### src/rtl/pipe_hazard_ctrl_pkg.sv
// Shared types and constants for the pipeline hazard/sequencing controller.
package pipe_hazard_ctrl_pkg;

  localparam int unsigned DIV_CYCLES_DEF = 33;
  localparam int unsigned MUL_CYCLES_DEF = 2;
  localparam int unsigned CNT_W_DEF      = 6;

  typedef enum logic [1:0] {
    MD_IDLE = 2'd0,
    MD_BUSY = 2'd1,
    MD_DONE = 2'd2
  } md_state_e;

  localparam logic [1:0] FWD_RF = 2'b00;
  localparam logic [1:0] FWD_E  = 2'b01;
  localparam logic [1:0] FWD_M  = 2'b10;

  // Operand source: a pending load-use forces the regfile path, E beats M.
  function automatic logic [1:0] fwd_sel(input logic load_use,
                                         input logic e_match,
                                         input logic e_load,
                                         input logic m_match);
    if (load_use)               return FWD_RF;
    else if (e_match && !e_load) return FWD_E;
    else if (m_match)           return FWD_M;
    else                        return FWD_RF;
  endfunction

endpackage

### src/rtl/md_seq_fsm.sv
// Multiply/divide sequencer: holds execute for the unit's latency, then
// presents the result until memory accepts it.
module md_seq_fsm
  import pipe_hazard_ctrl_pkg::*;
#(
  parameter int unsigned DIV_CYCLES = DIV_CYCLES_DEF,
  parameter int unsigned MUL_CYCLES = MUL_CYCLES_DEF,
  parameter int unsigned CNT_W      = CNT_W_DEF
) (
  input  logic clk,
  input  logic reset,
  input  logic i_div_start,
  input  logic i_mul_start,
  input  logic i_exc_req,
  input  logic i_m_allowin,
  output logic o_md_busy,
  output logic o_md_done,
  output logic o_e_stall_c
);

  md_state_e        r_state;
  md_state_e        w_state_nxt;
  logic [CNT_W-1:0] r_cnt;
  logic [CNT_W-1:0] w_cnt_nxt;
  logic [CNT_W-1:0] w_load;

  assign w_load = i_div_start ? CNT_W'(DIV_CYCLES - 2) : CNT_W'(MUL_CYCLES - 2);

  always_ff @(posedge clk or posedge reset) begin
    if (reset) begin
      r_state <= MD_IDLE;
      r_cnt   <= '0;
    end else begin
      r_state <= w_state_nxt;
      r_cnt   <= w_cnt_nxt;
    end
  end

  // The start cycle is the first stall cycle, so BUSY lasts exactly the
  // loaded count and leaves as the counter reaches zero.
  always_comb begin
    w_state_nxt = r_state;
    w_cnt_nxt   = r_cnt;
    o_e_stall_c = 1'b0;
    case (r_state)
      MD_IDLE: begin
        if (i_div_start || i_mul_start) begin
          o_e_stall_c = 1'b1;
          w_cnt_nxt   = w_load;
          w_state_nxt = (w_load == '0) ? MD_DONE : MD_BUSY;
        end
      end
      MD_BUSY: begin
        o_e_stall_c = 1'b1;
        w_cnt_nxt   = r_cnt - CNT_W'(1);
        if (r_cnt == CNT_W'(1)) w_state_nxt = MD_DONE;
      end
      MD_DONE: begin
        if (i_m_allowin) w_state_nxt = MD_IDLE;
      end
      default: w_state_nxt = MD_IDLE;
    endcase
    if (i_exc_req) begin
      w_state_nxt = MD_IDLE;
      w_cnt_nxt   = '0;
      o_e_stall_c = 1'b0;
    end
  end

  assign o_md_busy = (r_state == MD_BUSY);
  assign o_md_done = (r_state == MD_DONE);

endmodule

### src/rtl/pipe_hazard_ctrl.sv
// Hazard detection, operand forwarding and stall/flush generation for the
// five-stage pipeline.
module pipe_hazard_ctrl
  import pipe_hazard_ctrl_pkg::*;
#(
  parameter int unsigned DIV_CYCLES = DIV_CYCLES_DEF,
  parameter int unsigned MUL_CYCLES = MUL_CYCLES_DEF,
  parameter int unsigned CNT_W      = CNT_W_DEF
) (
  input  logic       clk,
  input  logic       reset,
  input  logic       d_valid,
  input  logic [4:0] d_rs,
  input  logic [4:0] d_rt,
  input  logic       d_use_rs,
  input  logic       d_use_rt,
  input  logic       e_valid,
  input  logic [4:0] e_wreg_addr,
  input  logic       e_regen,
  input  logic [2:0] e_memtoreg,
  input  logic       e_mul_start,
  input  logic       e_div_start,
  input  logic       m_valid,
  input  logic [4:0] m_wreg_addr,
  input  logic       m_regen,
  input  logic       m_allowin,
  input  logic       m_data_wait,
  input  logic       exc_req,
  output logic       d_stall,
  output logic       e_stall,
  output logic       m_stall,
  output logic       flush,
  output logic [1:0] fwd_rs_sel,
  output logic [1:0] fwd_rt_sel,
  output logic       md_busy,
  output logic       md_done
);

  logic w_e_load;
  logic w_rs_e_match;
  logic w_rt_e_match;
  logic w_rs_m_match;
  logic w_rt_m_match;
  logic w_rs_luse;
  logic w_rt_luse;
  logic w_md_e_stall_c;

  // r0 is hardwired, so it never aliases a producer.
  assign w_e_load     = (e_memtoreg != 3'd0);
  assign w_rs_e_match = e_valid & e_regen & (d_rs != 5'd0) & (e_wreg_addr == d_rs);
  assign w_rt_e_match = e_valid & e_regen & (d_rt != 5'd0) & (e_wreg_addr == d_rt);
  assign w_rs_m_match = m_valid & m_regen & (d_rs != 5'd0) & (m_wreg_addr == d_rs);
  assign w_rt_m_match = m_valid & m_regen & (d_rt != 5'd0) & (m_wreg_addr == d_rt);

  assign w_rs_luse = d_valid & d_use_rs & w_rs_e_match & w_e_load;
  assign w_rt_luse = d_valid & d_use_rt & w_rt_e_match & w_e_load;

  assign fwd_rs_sel = fwd_sel(w_rs_luse, w_rs_e_match, w_e_load, w_rs_m_match);
  assign fwd_rt_sel = fwd_sel(w_rt_luse, w_rt_e_match, w_e_load, w_rt_m_match);

  // An exception releases every stall so the flush can sweep the pipe.
  assign flush   = exc_req;
  assign d_stall = (w_rs_luse | w_rt_luse) & ~exc_req;
  assign m_stall = m_data_wait & ~exc_req;
  assign e_stall = w_md_e_stall_c;

  md_seq_fsm #(
    .DIV_CYCLES (DIV_CYCLES),
    .MUL_CYCLES (MUL_CYCLES),
    .CNT_W      (CNT_W)
  ) u_md_seq_fsm (
    .clk         (clk),
    .reset       (reset),
    .i_div_start (e_div_start),
    .i_mul_start (e_mul_start),
    .i_exc_req   (exc_req),
    .i_m_allowin (m_allowin),
    .o_md_busy   (md_busy),
    .o_md_done   (md_done),
    .o_e_stall_c (w_md_e_stall_c)
  );

endmodule

### config.mk
export PLATFORM = sky130hd
export DESIGN_NAME = pipe_hazard_ctrl
export DESIGN_NICKNAME = d
export VERILOG_FILES = /design/src/rtl/pipe_hazard_ctrl_pkg.sv /design/src/rtl/md_seq_fsm.sv /design/src/rtl/pipe_hazard_ctrl.sv
export SDC_FILE = /design/constraint.sdc
export NUM_CORES = 1
export LEC_CHECK = 0
export ABC_AREA = 1
export BUFFER_PORTS_ARGS = -buffer_cell sky130_fd_sc_hd__buf_2
export CAP_MARGIN = 20
export CORE_UTILIZATION = 50
export CTS_BUF_LIST = sky130_fd_sc_hd__clkbuf_8 sky130_fd_sc_hd__clkbuf_16
export DETAILED_ROUTE_END_ITERATION = 8
export PLACE_DENSITY = 0.85
export SETUP_SLACK_MARGIN = 0.5
export SYNTH_ARGS = -nofsm -noshare
export SYNTH_HDL_FRONTEND = slang
export SYNTH_SLANG_ARGS = --single-unit
### constraint.sdc
create_clock -name clk -period 2.4 [get_ports clk]
set_input_delay 0.36 -clock clk [delete_from_list [all_inputs] [get_ports clk]]
set_output_delay 0.36 -clock clk [all_outputs]
set_load 0.05 [all_outputs]
== After elaboration in Yosys (flattened, before gate mapping) ==
Index checks and enable logic that the tools add are counted.

* Bits in registers: 8
* Output and inout port bits: 10

* $add $sub $neg: 1
* Equal/unequal tests: 10
* Multiplexer cells: 19
* Bitwise operators: 20
* Reductions and logical operators: 12

{| class="wikitable"
|+ Operator list
! cell !! number
|-
| 2-bit two-way mux || 11
|-
| 5-bit == test || 4
|-
| 1-bit AND || 18
|-
| 6-bit two-way mux || 2
|-
| 6-bit one-hot mux with 2 select lines || 1
|-
| 5-bit nonzero test || 2
|-
| 6-bit by 1-bit == test with 1-bit output, second input constant || 1
|-
| 6-bit logical NOT || 1
|-
| 3-bit by 2-bit != test with 1-bit output, second input constant || 2
|-
| 2-bit one-hot mux with 3 select lines || 1
|-
| 3-bit nonzero test || 2
|-
| 6-bit by 1-bit subtractor with 6-bit output, second input constant || 1
|-
| 5-bit two-way mux || 1
|-
| 3-bit != test, second input constant || 1
|-
| 3-bit AND reduction || 1
|-
| 2-bit by 1-bit == test with 1-bit output, second input constant || 1
|-
| 2-bit == test, second input constant || 1
|-
| 1-bit logical AND || 2
|-
| 2-bit logical NOT || 1
|-
| 1-bit two-way mux || 2
|-
| 1-bit one-hot mux with 2 select lines || 1
|-
| 2-bit AND reduction || 1
|-
| 1-bit logical NOT || 1
|-
| 1-bit logical OR || 1
|-
| other kinds (2) || 2
|}

== Depth between registers and ports, before layout ==
* Depth after elaboration: 7
* Gate-level depth with buffers: 9
* Depth with buffers taken out: 9

== Modules after synthesis ==
From an unflattened synthesis, not the netlist that was laid out.

* Cell total of the unflattened synthesis: 196
* Area total of the unflattened synthesis: 1,067.3 um^2

{| class="wikitable"
|+ Modules (own cells, without submodules)
! module !! times used !! cells each !! area each (um^2) !! sequential area each (um^2)
|-
| md_seq_fsm || 1 || 78 || 545.5 || 200.2
|-
| pipe_hazard_ctrl || 1 || 118 || 521.8 || 0.0
|}

== Worst setup path after synthesis ==
No wires, ideal clock.

* Kind: input-to-output
* Start: in d_rs[0]
* End: out fwd_rs_sel[1]
* Data arrival time: 1,659 ps
* Required time: 2,040 ps
* Slack: 381 ps
* Cell stages on the path: 7
* Buffers on the path: 0
* Path through: nor2_1 nand2_1 nor2_1 nor2_1 nand3_1 inv_1 nor2_1

* Longest elaborated chain between the ends: 6

{| class="wikitable"
|+ Ends and longest elaborated chain
! item !! line !! text
|-
| start: declaration || pipe_hazard_ctrl.sv:13 || <nowiki>input logic [4:0] d_rs,</nowiki>
|-
| 5-bit nonzero test || pipe_hazard_ctrl.sv:50, pipe_hazard_ctrl.sv:52 ||
|-
| 1-bit AND, on equally long branches (2 in series) || pipe_hazard_ctrl.sv:52, pipe_hazard_ctrl.sv:50 ||
|-
| 2-bit two-way mux (tied with other cells) || pipe_hazard_ctrl_pkg.sv:25 || <nowiki>else if (m_match) return FWD_M;</nowiki>
|-
| 2-bit two-way mux / 1-bit AND (equally long branches) || pipe_hazard_ctrl_pkg.sv:24, pipe_hazard_ctrl.sv:55 ||
|-
| 2-bit two-way mux (*) || pipe_hazard_ctrl_pkg.sv:23 || <nowiki>if (load_use) return FWD_RF;</nowiki>
|-
| end: declaration || pipe_hazard_ctrl.sv:33 || <nowiki>output logic [1:0] fwd_rs_sel,</nowiki>
|}

Every way passes the cells marked *; elsewhere a longest branch is shown, timed or not.

== Final worst setup path ==
* Start: in d_rs[4]
* End: out d_stall

* Longest elaborated chain between the ends: 7

{| class="wikitable"
|+ Ends and longest elaborated chain
! item !! line !! text
|-
| 5-bit nonzero test || pipe_hazard_ctrl.sv:50 || <nowiki>assign w_rs_e_match = e_valid & e_regen & (d_rs != 5'd0) & (e_wreg_addr == d_rs);</nowiki>
|-
| 1-bit AND || pipe_hazard_ctrl.sv:50 ||
|-
| 1-bit AND (*) || pipe_hazard_ctrl.sv:50 ||
|-
| 1-bit AND (*) (2 in series) || pipe_hazard_ctrl.sv:55 || <nowiki>assign w_rs_luse = d_valid & d_use_rs & w_rs_e_match & w_e_load;</nowiki>
|-
| 1-bit bitwise OR (*) || pipe_hazard_ctrl.sv:63 || <nowiki>assign d_stall = (w_rs_luse | w_rt_luse) & ~exc_req;</nowiki>
|-
| 1-bit AND (*) || pipe_hazard_ctrl.sv:63 ||
|-
| end: declaration || pipe_hazard_ctrl.sv:29 || <nowiki>output logic d_stall,</nowiki>
|}

Marks and branches as above.

==> qor.yml <==
timing:
  max_slew.worst_pin.slew_ns: 0.311
  tns_ns: 0
  slew_violations: 0
  maxSlewHeadroom: 0.792
  hold_viol_final: 0
  finalSetupViolCount: 0
  period_share: 0.754
  max_freq_mhz: 553
  min_period_ns: 1.81
  fin_skew_ns: 0.000352
  rsz0062_at_grt: "false"
  timing.final.ws_setup_ns: 0.591
floorplanning:
  core_region_area_um2: 1780
  dieWidth_um: 46.4
  die_y_um: 46.4
  ioPinCount: 47
  std_cell_rows: 15
  initial_utilization: 0.554
  dieArea_um2: 2160
clock_tree:
  cts_hold_buffers: 0
  clk_latency_ns: 0.23
  cts.sinks: 8
  cts_made_buffers: 3
  clkTransAtPathRegs_ns: 0.04
  root_buffer: "clkbuf_8"
  cts.path.max_buffers: 2
  htreeDepth: 1
  cts_tree: "built"
synth:
  yosysTopAreaCellShare: 0.224
  yosysTopAreaCell: "nand2_1"
  synth_area_leaders: "nand2_1 (22%), dfrtp_1 (20%), inv_1 (11%), nor2_1 (10%), nand3_1 (6.1%)"
  yosys_register_bits: 8
  synth_area_per_cell_um2: 5.45
  synth_area_um2: 987
  syn_inst: 181
  yosysWarnings: 0
  yosysUniqueCellTypes: 22
  seq_area_frac_synth: 0.203
  synth_nets: 220
pwr:
  powerDensity_nw_per_um2: 494
  ir_drop_mv: 0.243
  leakage_nw: 0.763
worst_setup_path:
  cp_data_arrival_time_ns: 1.45
  cp-start-kind: "input pin"
  cp.required_ns: 2.04
  path_max_fanout: 5
  reg2reg_depth: 7
  endpoint_kind: "output pin"
  path_class: "in -> out"
final_layout:
  layout_commonest_cell: "nand2_1"
  area_growth_pct: 31.3
  layout.nets: 270
  n_antenna_cell: 0
  final_cell_mix: "nand2_1 (59), buf_2 (46), inv_1 (30)"
  layout-drive-gt1-share: 0.275
route:
  drtIter0Drc: 22
  dr.pass1.iters: 5
  avgRoutedWirePerCell_um: 10.1
  drcViolationCount: 0
  wl_mm: 2.57
  ant_nets: 0
  vias: 1247
  viasPerCell: 4.91
global_route:
  antenna_found_initial: 0
  grt_start_max_net_pins: 9
  grt_pass1_vias: 1066
  grt_pass1_wl_mm: 4.12
  track_usage: 0.266
  overflow: 0
placement:
  hpwl_mm: 2.24
  port_buffers: 46
  post-place-ws_ns: 0.609
  place_congestion: 0.857
hold_path:
  holdCritPathClass: "in -> async"
job:
  max_cap_violations: 0
run_status:
  outcome: "complete, no violations"
[critical path: stages]
cell and delay (ns):
buf_2 0.10, inv_1 0.13, nand2_1 0.09, nand2_1 0.07, nand2_1 0.06, nor2_2 0.11, nand3_1 0.11, a21oi_2 0.15
buf_2 0.27
[what timing repair did]
item / in CTS / in global routing
endpoints found under the setup margin: 0 / 1
hold endpoints to repair: 0 / 0
resized for setup: 0 / 1
buffers inserted: 0 / 0
[per-layer routing]
layer,routed length (um),part of all wire,global-route usage
met1,1060,0.41,0.294
met4,60,0.023,0.129
met3,107,0.042,0.0157
met2,1340,0.52,0.500
met5,0,0,0
[final timing paths]
check | endpoint | start | slack [ns]
max in group asynchronous | u_md_seq_fsm.r_cnt[0]$_DFFE_PP0P_ | reset | 2.09
min in group clk | u_md_seq_fsm.r_state[0]$_DFFE_PP0P_ | e_div_start | 0.38
min | u_md_seq_fsm.r_cnt[5]$_DFFE_PP0P_ | reset | 0.07
max | d_stall | d_rs[4] | 0.59
min reg2reg | u_md_seq_fsm.r_cnt[5]$_DFFE_PP0P_ | u_md_seq_fsm.r_cnt[5]$_DFFE_PP0P_ | 0.55
max reg2reg | u_md_seq_fsm.r_cnt[4]$_DFFE_PP0P_ | u_md_seq_fsm.r_cnt[0]$_DFFE_PP0P_ | 1.06
[Yosys cell counts]
| cell type | count |
|---|---|
| nand2_1 | 59 |
| inv_1 | 30 |
| nor2_1 | 27 |
| nand3_1 | 12 |
| dfrtp_1 | 8 |
| o21ai_0 | 7 |
| o21ai_1 | 7 |
| inv_2 | 5 |
| a21oi_1 | 4 |
| nand4_1 | 4 |
| nor3_1 | 3 |
| ha_1 | 2 |
| nor2_2 | 2 |
| xnor2_1 | 2 |
| xor2_1 | 2 |
| a211oi_4 | 1 |
| buf_4 | 1 |
| nand3b_1 | 1 |
| nor2_4 | 1 |
| nor3_2 | 1 |
| o22ai_1 | 1 |
| o31ai_1 | 1 |
[where the power goes]
part           leakage (nW)  internal (W)  switching, W
sequential            0.104      0.000160     0.0000290
combinational         0.637     0.0000987      0.000191
clock                0.0216      0.000109     0.0000533
[logic make-up (layout without fill, tap and decap cells)]
| family | after synthesis | after routing | synth area share |
|---|---|---|---|
| AND/OR/NAND/NOR | 110 | 110 | 0.470 |
| buffers and inverters | 36 | 84 | 0.141 |
| AO/OA/AOI/OAI | 21 | 21 | 0.125 |
| flip-flops | 8 | 8 | 0.203 |
| XOR/XNOR | 4 | 4 | 0.0355 |
| adder cells (fa/ha/maj) | 2 | 2 | 0.0253 |
[flip-flops by register name (all words and copies together), names as in the netlist]
register              flops
u_md_seq_fsm.r_state      2
u_md_seq_fsm.r_cnt        6
[through the flow]
| stage | instance area (um2) | hold WS, ns | util | total power [W] | std cells |
|---|---|---|---|---|---|
| 6_report | 1300 | 0.0725 | 0.727 | 0.000641 | 254 |
| 5_1_grt | 1300 | 0.103 | 0.727 | 0.000686 | 254 |
| 4_1_cts | 1290 | 0.0772 | 0.724 | 0.000643 | 254 |
| 3_5_place_dp | 1250 | 0.322 | 0.701 | 0.000479 | 251 |
| 3_3_place_gp | 1250 | 0.316 | 0.701 | 0.000465 | 251 |
| 2_1_floorplan | 996 | 0.176 | - | 0.000386 | 181 |
[layout make-up]
type / instances / area [um2]
Sequential cell: 8 / 200
Timing Repair Buffer: 46 / 230
Inverter: 35 / 131
Fill cell: 164 / 487
Tap cell: 25 / 31.3
Multi-Input combinational cell: 137 / 662
Clock buffer: 3 / 41.3
No activity file was read; power rests on OpenSTA's default activity.
